==> config.mk <==
export PLATFORM = sky130hd
export DESIGN_NAME = axi_stream_rr_arbiter
export DESIGN_NICKNAME = d
export VERILOG_FILES = /design/src/rtl/axi_stream_arb_pkg.sv /design/src/rtl/axi_stream_skid_buffer.sv /design/src/rtl/axi_stream_rr_arbiter.sv
export SDC_FILE = /design/constraint.sdc
export NUM_CORES = 1
export LEC_CHECK = 0
export CORE_AREA = 2 2 80 82
export DETAILED_ROUTE_END_ITERATION = 16
export DIE_AREA = 0 0 82 84
export GPL_TIMING_DRIVEN = 0
export PLACE_DENSITY = 0.86
export SLEW_MARGIN = 20
export SYNTH_ARGS = -nofsm -noshare
export SYNTH_HDL_FRONTEND = slang
export SYNTH_SLANG_ARGS = --single-unit
==> constraint.sdc <==
create_clock -name aclk -period 1.82 [get_ports aclk]
set_input_delay 0.364 -clock aclk [delete_from_list [all_inputs] [get_ports aclk]]
set_output_delay 0.364 -clock aclk [all_outputs]
set_load 0.03 [all_outputs]
==> src/rtl/axi_stream_arb_pkg.sv <==
// Shared types and helpers for the packet-granular AXI-Stream round-robin arbiter.
// Holds the FSM state encoding, the grant index width helper and the
// round-robin pick function used by axi_stream_rr_arbiter.
package axi_stream_arb_pkg;

    // Arbiter FSM: waiting for a request, or holding a grant until TLAST.
    typedef enum logic [0:0] {
        ARB_IDLE   = 1'b0,
        ARB_LOCKED = 1'b1
    } arb_state_e;

    // Largest supported source count; the pick function works on vectors this wide.
    localparam int RR_MAX_SRC = 16;

    // Width of a source index; a single source still needs one bit.
    function automatic int idx_w(input int n);
        int w;
        if (n <= 1) begin
            w = 1;
        end else begin
            w = $clog2(n);
        end
        return w;
    endfunction

    // First requester searching upward from last+1, wrapping modulo n.
    function automatic logic [3:0] rr_pick(input logic [15:0] req,
                                           input logic [3:0]  last,
                                           input int          n);
        logic [3:0] pick;
        logic       found;
        int         cand;
        pick  = 4'd0;
        found = 1'b0;
        cand  = 0;
        for (int i = 1; i <= RR_MAX_SRC; i++) begin
            if (i <= n) begin
                cand = (int'(last) + i) % n;
                if (!found && req[cand]) begin
                    pick  = cand[3:0];
                    found = 1'b1;
                end else begin
                    found = found;
                end
            end else begin
                found = found;
            end
        end
        return pick;
    endfunction

endpackage

==> src/rtl/axi_stream_skid_buffer.sv <==
// Two-entry skid buffer for a valid/ready stream of arbitrary payload width.
// Output valid/data and input ready are all driven from flops, so there is no
// combinational path from out_ready_i back to in_ready_o. Reusable anywhere a
// register slice with full throughput is needed.
module axi_stream_skid_buffer #(
    parameter int PW = 8
) (
    input  logic          clk,
    input  logic          rst,
    input  logic          in_valid_i,
    output logic          in_ready_o,
    input  logic [PW-1:0] in_data_i,
    output logic          out_valid_o,
    input  logic          out_ready_i,
    output logic [PW-1:0] out_data_o
);

    logic          out_valid_q, out_valid_d;
    logic [PW-1:0] out_data_q,  out_data_d;
    logic          skid_valid_q, skid_valid_d;
    logic [PW-1:0] skid_data_q,  skid_data_d;

    // Next state: refill the output slot from the skid entry first, else from the input;
    // park an incoming beat in the skid entry when the output slot is stalled.
    always_comb begin
        out_valid_d  = out_valid_q;
        out_data_d   = out_data_q;
        skid_valid_d = skid_valid_q;
        skid_data_d  = skid_data_q;
        if (out_ready_i || !out_valid_q) begin
            if (skid_valid_q) begin
                out_valid_d  = 1'b1;
                out_data_d   = skid_data_q;
                skid_valid_d = 1'b0;
            end else if (in_valid_i) begin
                out_valid_d  = 1'b1;
                out_data_d   = in_data_i;
            end else begin
                out_valid_d  = 1'b0;
            end
        end else begin
            if (in_valid_i && !skid_valid_q) begin
                skid_valid_d = 1'b1;
                skid_data_d  = in_data_i;
            end else begin
                skid_valid_d = skid_valid_q;
            end
        end
    end

    // State registers; reset empties both entries.
    always_ff @(posedge clk) begin
        if (rst) begin
            out_valid_q  <= 1'b0;
            out_data_q   <= {PW{1'b0}};
            skid_valid_q <= 1'b0;
            skid_data_q  <= {PW{1'b0}};
        end else begin
            out_valid_q  <= out_valid_d;
            out_data_q   <= out_data_d;
            skid_valid_q <= skid_valid_d;
            skid_data_q  <= skid_data_d;
        end
    end

    assign in_ready_o  = ~skid_valid_q;
    assign out_valid_o = out_valid_q;
    assign out_data_o  = out_data_q;

endmodule

==> src/rtl/axi_stream_rr_arbiter.sv <==
// Packet-granular round-robin arbiter merging NUM_SRC AXI4-Stream slaves onto
// one master. A grant is held from the first beat through the TLAST handshake.
// Optional macro AXIS_ARB_OUT_REG_EN inserts a registered skid buffer on the
// master side (+1 cycle latency); without it the pass-through is combinational.
module axi_stream_rr_arbiter
    import axi_stream_arb_pkg::*;
#(
    parameter int NUM_SRC    = 4,
    parameter int byte_width = 4,
    parameter int user_width = 1,
    localparam int IDXW      = idx_w(NUM_SRC)
) (
    input  logic                            aclk,
    input  logic                            areset,
    input  logic [NUM_SRC-1:0]              s_tvalid,
    output logic [NUM_SRC-1:0]              s_tready,
    input  logic [NUM_SRC*8*byte_width-1:0] s_tdata,
    input  logic [NUM_SRC*byte_width-1:0]   s_tkeep,
    input  logic [NUM_SRC-1:0]              s_tlast,
    input  logic [NUM_SRC*user_width-1:0]   s_tuser,
    output logic                            m_tvalid,
    input  logic                            m_tready,
    output logic [8*byte_width-1:0]         m_tdata,
    output logic [byte_width-1:0]           m_tkeep,
    output logic                            m_tlast,
    output logic [user_width-1:0]           m_tuser,
    output logic                            grant_valid,
    output logic [IDXW-1:0]                 grant_idx
);

    localparam int DW = 8 * byte_width;
    localparam logic [IDXW-1:0] LAST_RST = IDXW'(NUM_SRC - 1);

    arb_state_e      state_q, state_d;
    logic [IDXW-1:0] grant_q, grant_d;
    logic [IDXW-1:0] last_q,  last_d;

    logic [DW-1:0]         src_data_s [NUM_SRC];
    logic [byte_width-1:0] src_keep_s [NUM_SRC];
    logic [user_width-1:0] src_user_s [NUM_SRC];

    logic                  locked_s;
    logic                  sel_valid_s;
    logic                  sel_last_s;
    logic [DW-1:0]         sel_data_s;
    logic [byte_width-1:0] sel_keep_s;
    logic [user_width-1:0] sel_user_s;
    logic                  fwd_ready_s;
    logic                  hs_last_s;
    logic [3:0]            pick_s;

    // Unpack the per-source payload slices.
    for (genvar g = 0; g < NUM_SRC; g++) begin : g_unpack
        assign src_data_s[g] = s_tdata[g*DW +: DW];
        assign src_keep_s[g] = s_tkeep[g*byte_width +: byte_width];
        assign src_user_s[g] = s_tuser[g*user_width +: user_width];
    end

    assign locked_s    = (state_q == ARB_LOCKED);
    assign sel_valid_s = s_tvalid[grant_q];
    assign sel_last_s  = s_tlast[grant_q];
    assign sel_data_s  = src_data_s[grant_q];
    assign sel_keep_s  = src_keep_s[grant_q];
    assign sel_user_s  = src_user_s[grant_q];
    assign pick_s      = rr_pick(16'(s_tvalid), 4'(last_q), NUM_SRC);

    // Packet end: TLAST beat of the granted source accepted by the forward stage.
    assign hs_last_s = locked_s & sel_valid_s & fwd_ready_s & sel_last_s;

    // Ready fan-out: only the granted source sees the forward-stage ready.
    always_comb begin
        s_tready = {NUM_SRC{1'b0}};
        if (locked_s) begin
            s_tready[grant_q] = fwd_ready_s;
        end else begin
            s_tready = {NUM_SRC{1'b0}};
        end
    end

`ifdef AXIS_ARB_OUT_REG_EN
    localparam int PW = DW + byte_width + 1 + user_width;

    logic [PW-1:0] skid_out_s;

    axi_stream_skid_buffer #(
        .PW (PW)
    ) u_skid (
        .clk         (aclk),
        .rst         (areset),
        .in_valid_i  (locked_s & sel_valid_s),
        .in_ready_o  (fwd_ready_s),
        .in_data_i   ({sel_user_s, sel_last_s, sel_keep_s, sel_data_s}),
        .out_valid_o (m_tvalid),
        .out_ready_i (m_tready),
        .out_data_o  (skid_out_s)
    );

    assign {m_tuser, m_tlast, m_tkeep, m_tdata} = skid_out_s;
`else
    assign fwd_ready_s = m_tready;
    assign m_tvalid    = locked_s & sel_valid_s;
    assign m_tdata     = sel_data_s;
    assign m_tkeep     = sel_keep_s;
    assign m_tlast     = sel_last_s;
    assign m_tuser     = sel_user_s;
`endif

    // FSM next state: grant on any request in IDLE, release after the TLAST handshake.
    always_comb begin
        state_d = state_q;
        grant_d = grant_q;
        last_d  = last_q;
        case (state_q)
            ARB_IDLE: begin
                if (|s_tvalid) begin
                    state_d = ARB_LOCKED;
                    grant_d = pick_s[IDXW-1:0];
                end else begin
                    state_d = ARB_IDLE;
                end
            end
            ARB_LOCKED: begin
                if (hs_last_s) begin
                    state_d = ARB_IDLE;
                    last_d  = grant_q;
                end else begin
                    state_d = ARB_LOCKED;
                end
            end
            default: begin
                state_d = ARB_IDLE;
            end
        endcase
    end

    // FSM registers; reset wins over a same-edge TLAST handshake.
    always_ff @(posedge aclk) begin
        if (areset) begin
            state_q <= ARB_IDLE;
            grant_q <= {IDXW{1'b0}};
            last_q  <= LAST_RST;
        end else begin
            state_q <= state_d;
            grant_q <= grant_d;
            last_q  <= last_d;
        end
    end

    assign grant_valid = locked_s;
    assign grant_idx   = grant_q;

endmodule

Yosys cells after proc, flatten, opt, wreduce, memory -nomap -nowiden
Index checks and enable logic that the tools add are counted.

cells by class
  equality and inequality tests = 0
  bitwise operators = 10
  reduce and logical (&&, ||, !) cells = 14
  add/subtract/negate cells = 4
  muxes and demuxes = 38
  div/mod/pow operators = 0
  order comparisons = 7
  shifts and indexed selects = 0
  multiply operators = 0

operators by type and width
  kind                                                                          count
  32-bit binary-select mux with 2-bit select                                    1
  32-bit 2-to-1 mux                                                             2
  3-bit by 6-bit less-than comparator with 1-bit output, second input constant  4
  1-bit 2-to-1 mux                                                              18
  1-bit binary-select mux with 3-bit select                                     4
  4-bit 2-to-1 mux                                                              3
  4-bit binary-select mux with 2-bit select                                     1
  2-bit 2-to-1 mux                                                              4
  2-bit OR reduction                                                            4
  1-bit binary-select mux with 2-bit select                                     3
  2-bit by 1-bit adder with 2-bit output, second input constant                 2
  2-bit adder, second input constant                                            2
  1-bit bitwise AND, first input constant                                       4
  4-bit bitwise AND                                                             1
  1-bit logical AND                                                             4
  2-bit AND reduction                                                           2
  4-bit OR reduction                                                            1
  1-bit bitwise AND                                                             3
  3-bit >= comparator, second input constant                                    1
  1-bit logical NOT                                                             3
  2-bit by 3-bit less-than comparator with 1-bit output, second input constant  1
  2-bit NOT with 3-bit output                                                   1
  1-bit demux with 2-bit select                                                 1
  2-bit by 1-bit >= comparator with 1-bit output, second input constant         1
  2 further kinds                                                               2

storage, ports and cells
  latch bits = 0
  RAM bits = 0
  output and inout bits = 46
  memories kept = 0
  bits in read-only memories = 0
  word-level logic and storage cells = 76
  register bits = 5
  input bits = 159

Longest topological paths before layout
Gate-level depths: netlist of the first run.

  depth after elaboration = 16
  gate-level depth with buffers = 5
  depth with buffers taken out = 4

Worst setup path before layout of the first run
No wires, ideal clock.

  path type = flip-flop to output port
  start point = reg grant_q[0], in the netlist grant_idx[0]
  end point = out s_tready[1]
  cell stages (with the launch flop) = 5
  slack = -0.227 ns
  data arrival time = 1.683 ns
  data required time = 1.456 ns
  path buffers = 2
  cells stage by stage = dfxtp_1 buf_6 buf_2 inv_1 nor3_1

between the ends
  word-level cells in the longest chain between the ends = 6
  elaborated cells between the ends (all ways) = 7
  those cells by class = 2 x order compare; 3 x mux; 1 x bitwise; 1 x reduce/logical

RTL lines
  what                                                                                                                                           RTL line                      text
  from (decl)                                                                                                                                    axi_stream_rr_arbiter.sv:35   logic [IDXW-1:0] grant_q, grant_d;
  from (signal assigned)                                                                                                                         axi_stream_rr_arbiter.sv:140  grant_q <= {IDXW{1'b0}};
  from (signal assigned)                                                                                                                         axi_stream_rr_arbiter.sv:144  grant_q <= grant_d;
  2-bit by 3-bit less-than comparator with 1-bit output (not written as such) or 2-bit by 1-bit >= comparator with 1-bit output (tied branches)  axi_stream_rr_arbiter.sv:74   s_tready[grant_q] = fwd_ready_s;
  1-bit logical AND (not written as such)                                                                                                        axi_stream_rr_arbiter.sv:74
  1-bit 2-to-1 mux (not written as such)                                                                                                         axi_stream_rr_arbiter.sv:74
  1-bit demux with 2-bit select *                                                                                                                axi_stream_rr_arbiter.sv:74
  4-bit bitwise AND (no source line) *                                                                                                           -
  4-bit 2-to-1 mux *                                                                                                                             axi_stream_rr_arbiter.sv:73   if (locked_s) begin
  to (decl)                                                                                                                                      axi_stream_rr_arbiter.sv:16   output logic [NUM_SRC-1:0] s_tready,

Mark *: on every way between the ends. The rest lies on a longest branch, timed or not.

Worst setup path after layout of the first run
  start point = reg grant_q[0], in the netlist grant_idx[0]
  end point = out m_tdata[19]

between the ends
  word-level cells in the longest chain between the ends = 4

RTL lines
  what                                                  RTL line                     text
  2-bit NOT with 3-bit output (not written as such)     axi_stream_rr_arbiter.sv:62  assign sel_data_s = src_data_s[grant_q];
  32-bit binary-select mux with 2-bit select            axi_stream_rr_arbiter.sv:62
  32-bit 2-to-1 mux (not written as such) (2 in a row)  axi_stream_rr_arbiter.sv:62
  to (decl)                                             axi_stream_rr_arbiter.sv:23  output logic [8*byte_width-1:0] m_tdata,

Every way passes these cells. The select of a mux whose other input is x is not followed.

==> key figures, run 1 <==
Run status
  – Status: complete, but fails checks
  – Failing checks: setup timing

Min path
  – Worst hold path type: flip-flop to flip-flop

Place
  – Routability cong.: 0.763
  – Hpwl dp: 6450 um
  – Area post-placement: between 0.003 and 0.004 mm^2
  – Port Buffers: 204

Synth
  – Mapped Nets: 249
  – Syn avg cell area: 13.6 um^2
  – Synthesized instance count: 90
  – Yosys warns: 0
  – Count of state elements after synthesis: 5
  – Register area share after synthesis: 8.19%
  – Netlist cell types: 22
  – Post-synth design cell area: 0.00122 mm^2

Floorplan
  – Core ar.: 0.00610 mm^2
  – Die Y: roughly 84 um
  – Die Wd: 82 um
  – Num ports: 205
  – Starting Density: 20.1%
  – Placement Rows: 29
  – Die area: 0.00689 mm^2

Cells and area
  – Fill count: 537
  – Multi-input gate area: about 0.0011 mm^2
  – Post-Layout Inst Area: 0.00369 mm^2
  – ANT cells: 0
  – Layout cells sized above 1: 36.8%
  – Commonest non-fill, non-tap cell in the layout: clkdlybuf4s50_1
  – FF/Latch Area: 108 um^2
  – Most frequent cells in the layout: clkdlybuf4s50_1, buf_6, mux4_2
  – Nets: 467
  – Layout area overhead: 202%
  – Core Util, Final: 60.6%

Clock network
  – Reg clk slew, reported paths: around 40 ps
  – Clock latency on the worst-skew pair: 220 ps
  – Root Driver: clkbuf_8
  – Clock Path Buffers: 2
  – Sink Count: 5
  – TritonCTS clock tree: yes
  – Total CTS buffers: 3
  – CTS H-tree lvls: 1

Drt
  – Wirelength per Cell: 19.8 um
  – DRC violations left: 0
  – Via count: 1826
  – Final WL: 7600 um
  – Vias per cell: 4.76
  – First-pass DRT Iterations: 4
  – Antenna-violating nets left: 0
  – First DRT Iteration DRCs: 36

STA
  – Fin. max-slew vios: 0
  – Tcrit/Tclk final: 106%
  – Final setup margin: -103 ps
  – Fin Setup TNS: -2870 ps
  – Fin. Hold Viols: 0
  – Max Clk Rate: roughly 0.52 GHz
  – Final Skew: 4.35 ps
  – Final setup fails: 37
  – Slew headroom: between 70 and 80%
  – WHS: 521 ps
  – Slew @ Worst Pin: 331 ps
  – Min Tclk post-route: about 1900 ps
  – RSZ-0062 raised after global routing: yes

Run
  – Max Cap Violations: 0

Setup path
  – CP arrival: 1560 ps
  – Worst setup SP type: flip-flop
  – Crit end category: output pin
  – Worst endpoint required time: 1460 ps
  – Worst-path fanout max: 6
  – Critical path type: flip-flop to output pin

GRT
  – GRT Total Usage: about a fifth
  – Initial antenna violation count: 0
  – Largest net degree at the start of global routing: 11
  – GRT overflow: 0
  – First-pass GRT wire length: 10600 um
  – Vias in the first global route: 2024

Pwr
  – Worst IR Drop VDD: 0.439 mV
  – Pwr/cell area: 485 mW/mm^2
  – Final Total Pwr: between 1.5 and 2 mW
  – Leakage: 1.39 nW
[final cells by class]
class,instances,share of cell area [%]
repair buffers,214,60.5
multi-input cells,73,29.3
plain buffers,9,3.32
flip-flops and latches,5,2.91
well taps,77,2.61
clock buffers,4,1.22
inverters,2,0.203
[synth_stat cells]
| cell | instances | area share [%] |
|---|---|---|
| nor2_2 | 1 | 0.51 |
| buf_1 | 1 | 0.31 |
| a21oi_1 | 1 | 0.41 |
| nor2_1 | 11 | 3.4 |
| nand3_1 | 3 | 1.2 |
| nor3_2 | 1 | 0.82 |
| dfxtp_1 | 5 | 8.2 |
| a211oi_1 | 1 | 0.61 |
| mux2i_1 | 2 | 1.6 |
| and2_1 | 1 | 0.51 |
| nand2_1 | 2 | 0.61 |
| nor3_1 | 2 | 0.82 |
| buf_6 | 1 | 0.92 |
| buf_2 | 5 | 2.0 |
| mux4_2 | 39 | 72 |
| nand2b_1 | 3 | 1.5 |
| clkbuf_1 | 3 | 0.92 |
| inv_1 | 2 | 0.61 |
| o22a_1 | 1 | 0.72 |
| o211ai_1 | 1 | 0.61 |
| nor4_1 | 1 | 0.51 |
| o21ai_0 | 3 | 1.2 |
[registers in the layout, indices dropped and copies added, names as in the netlist]
name,cells
grant_idx,2
grant_valid,1
last_q,2
[metal layers]
metal / GRT usage, % / part of all wire (%) / routed length, um / up-vias
li1: - / - / - / 831
met1: 21.9 / 36 / 2760 / 884
met2: 37.7 / 54 / 4070 / 95
met3: 4.65 / 7.4 / 559 / 16
met4: 6.21 / 2.8 / 209 / 0
met5: 0 / 0 / 0 / -
[cells by family after synthesis]
family                 Yosys count  share of synthesized area, %
AOI/OAI and AO/OA                7                          3.58
buffers and inverters           12                          4.81
DFF                              5                          8.19
muxes                           41                          73.5
and+or+nand+nor                 25                          9.93
[critical path: stages, from the launching register on]
cell,delay [ps]
dfxtp_4,370
buf_12,150
buf_12,130
mux4_2,530
buf_6,160
[worst paths after layout]
path	startpoint	endpoint	slack, ps	depth (start not counted)
worst max register to register	grant_idx[0]	last_q[1]	340	5
worst max-delay path	grant_idx[0]	m_tdata[19]	-100	4
worst min-delay path	last_q[0]	last_q[0]	520	2
worst min register to register	last_q[0]	last_q[0]	520	2
[per-stage QoR]
| stage | worst slack, ps | instances |
|---|---|---|
| 6_report | -103 | 384 |
| 5_1_grt | -144 | 384 |
| 4_1_cts | -129 | 378 |
| 3_5_place_dp | -691 | 371 |
| 3_3_place_gp | -666 | 371 |
| 2_1_floorplan | -41.0 | 90 |
[report_power, final]
group          total [mW]  internal (mW)  switching, mW  leakage (nW)
logic                1.45          0.866          0.582          1.32
clock network       0.206          0.150         0.0559        0.0228
registers           0.135          0.119         0.0158        0.0425
[what timing repair did]
action	4_1_cts	5_1_grt
resized for setup	314	8
setup endpoints to repair	43	42
gates cloned	0	4
buffers inserted	4	2
hold buffers	0	0
(Power assumes the default switching activity.)
==> run 2, diff against run 1 <==
--- a/config.mk
+++ b/config.mk
@@ -5,6 +5,7 @@
 export SDC_FILE = /design/constraint.sdc
 export NUM_CORES = 1
 export LEC_CHECK = 0
+export CAP_MARGIN = 15
 export CORE_AREA = 2 2 80 82
 export DETAILED_ROUTE_END_ITERATION = 16
 export DIE_AREA = 0 0 82 84
==> results of run 2 <==
Same layout as run 1: the final DEF is identical, and so are final timing and power.
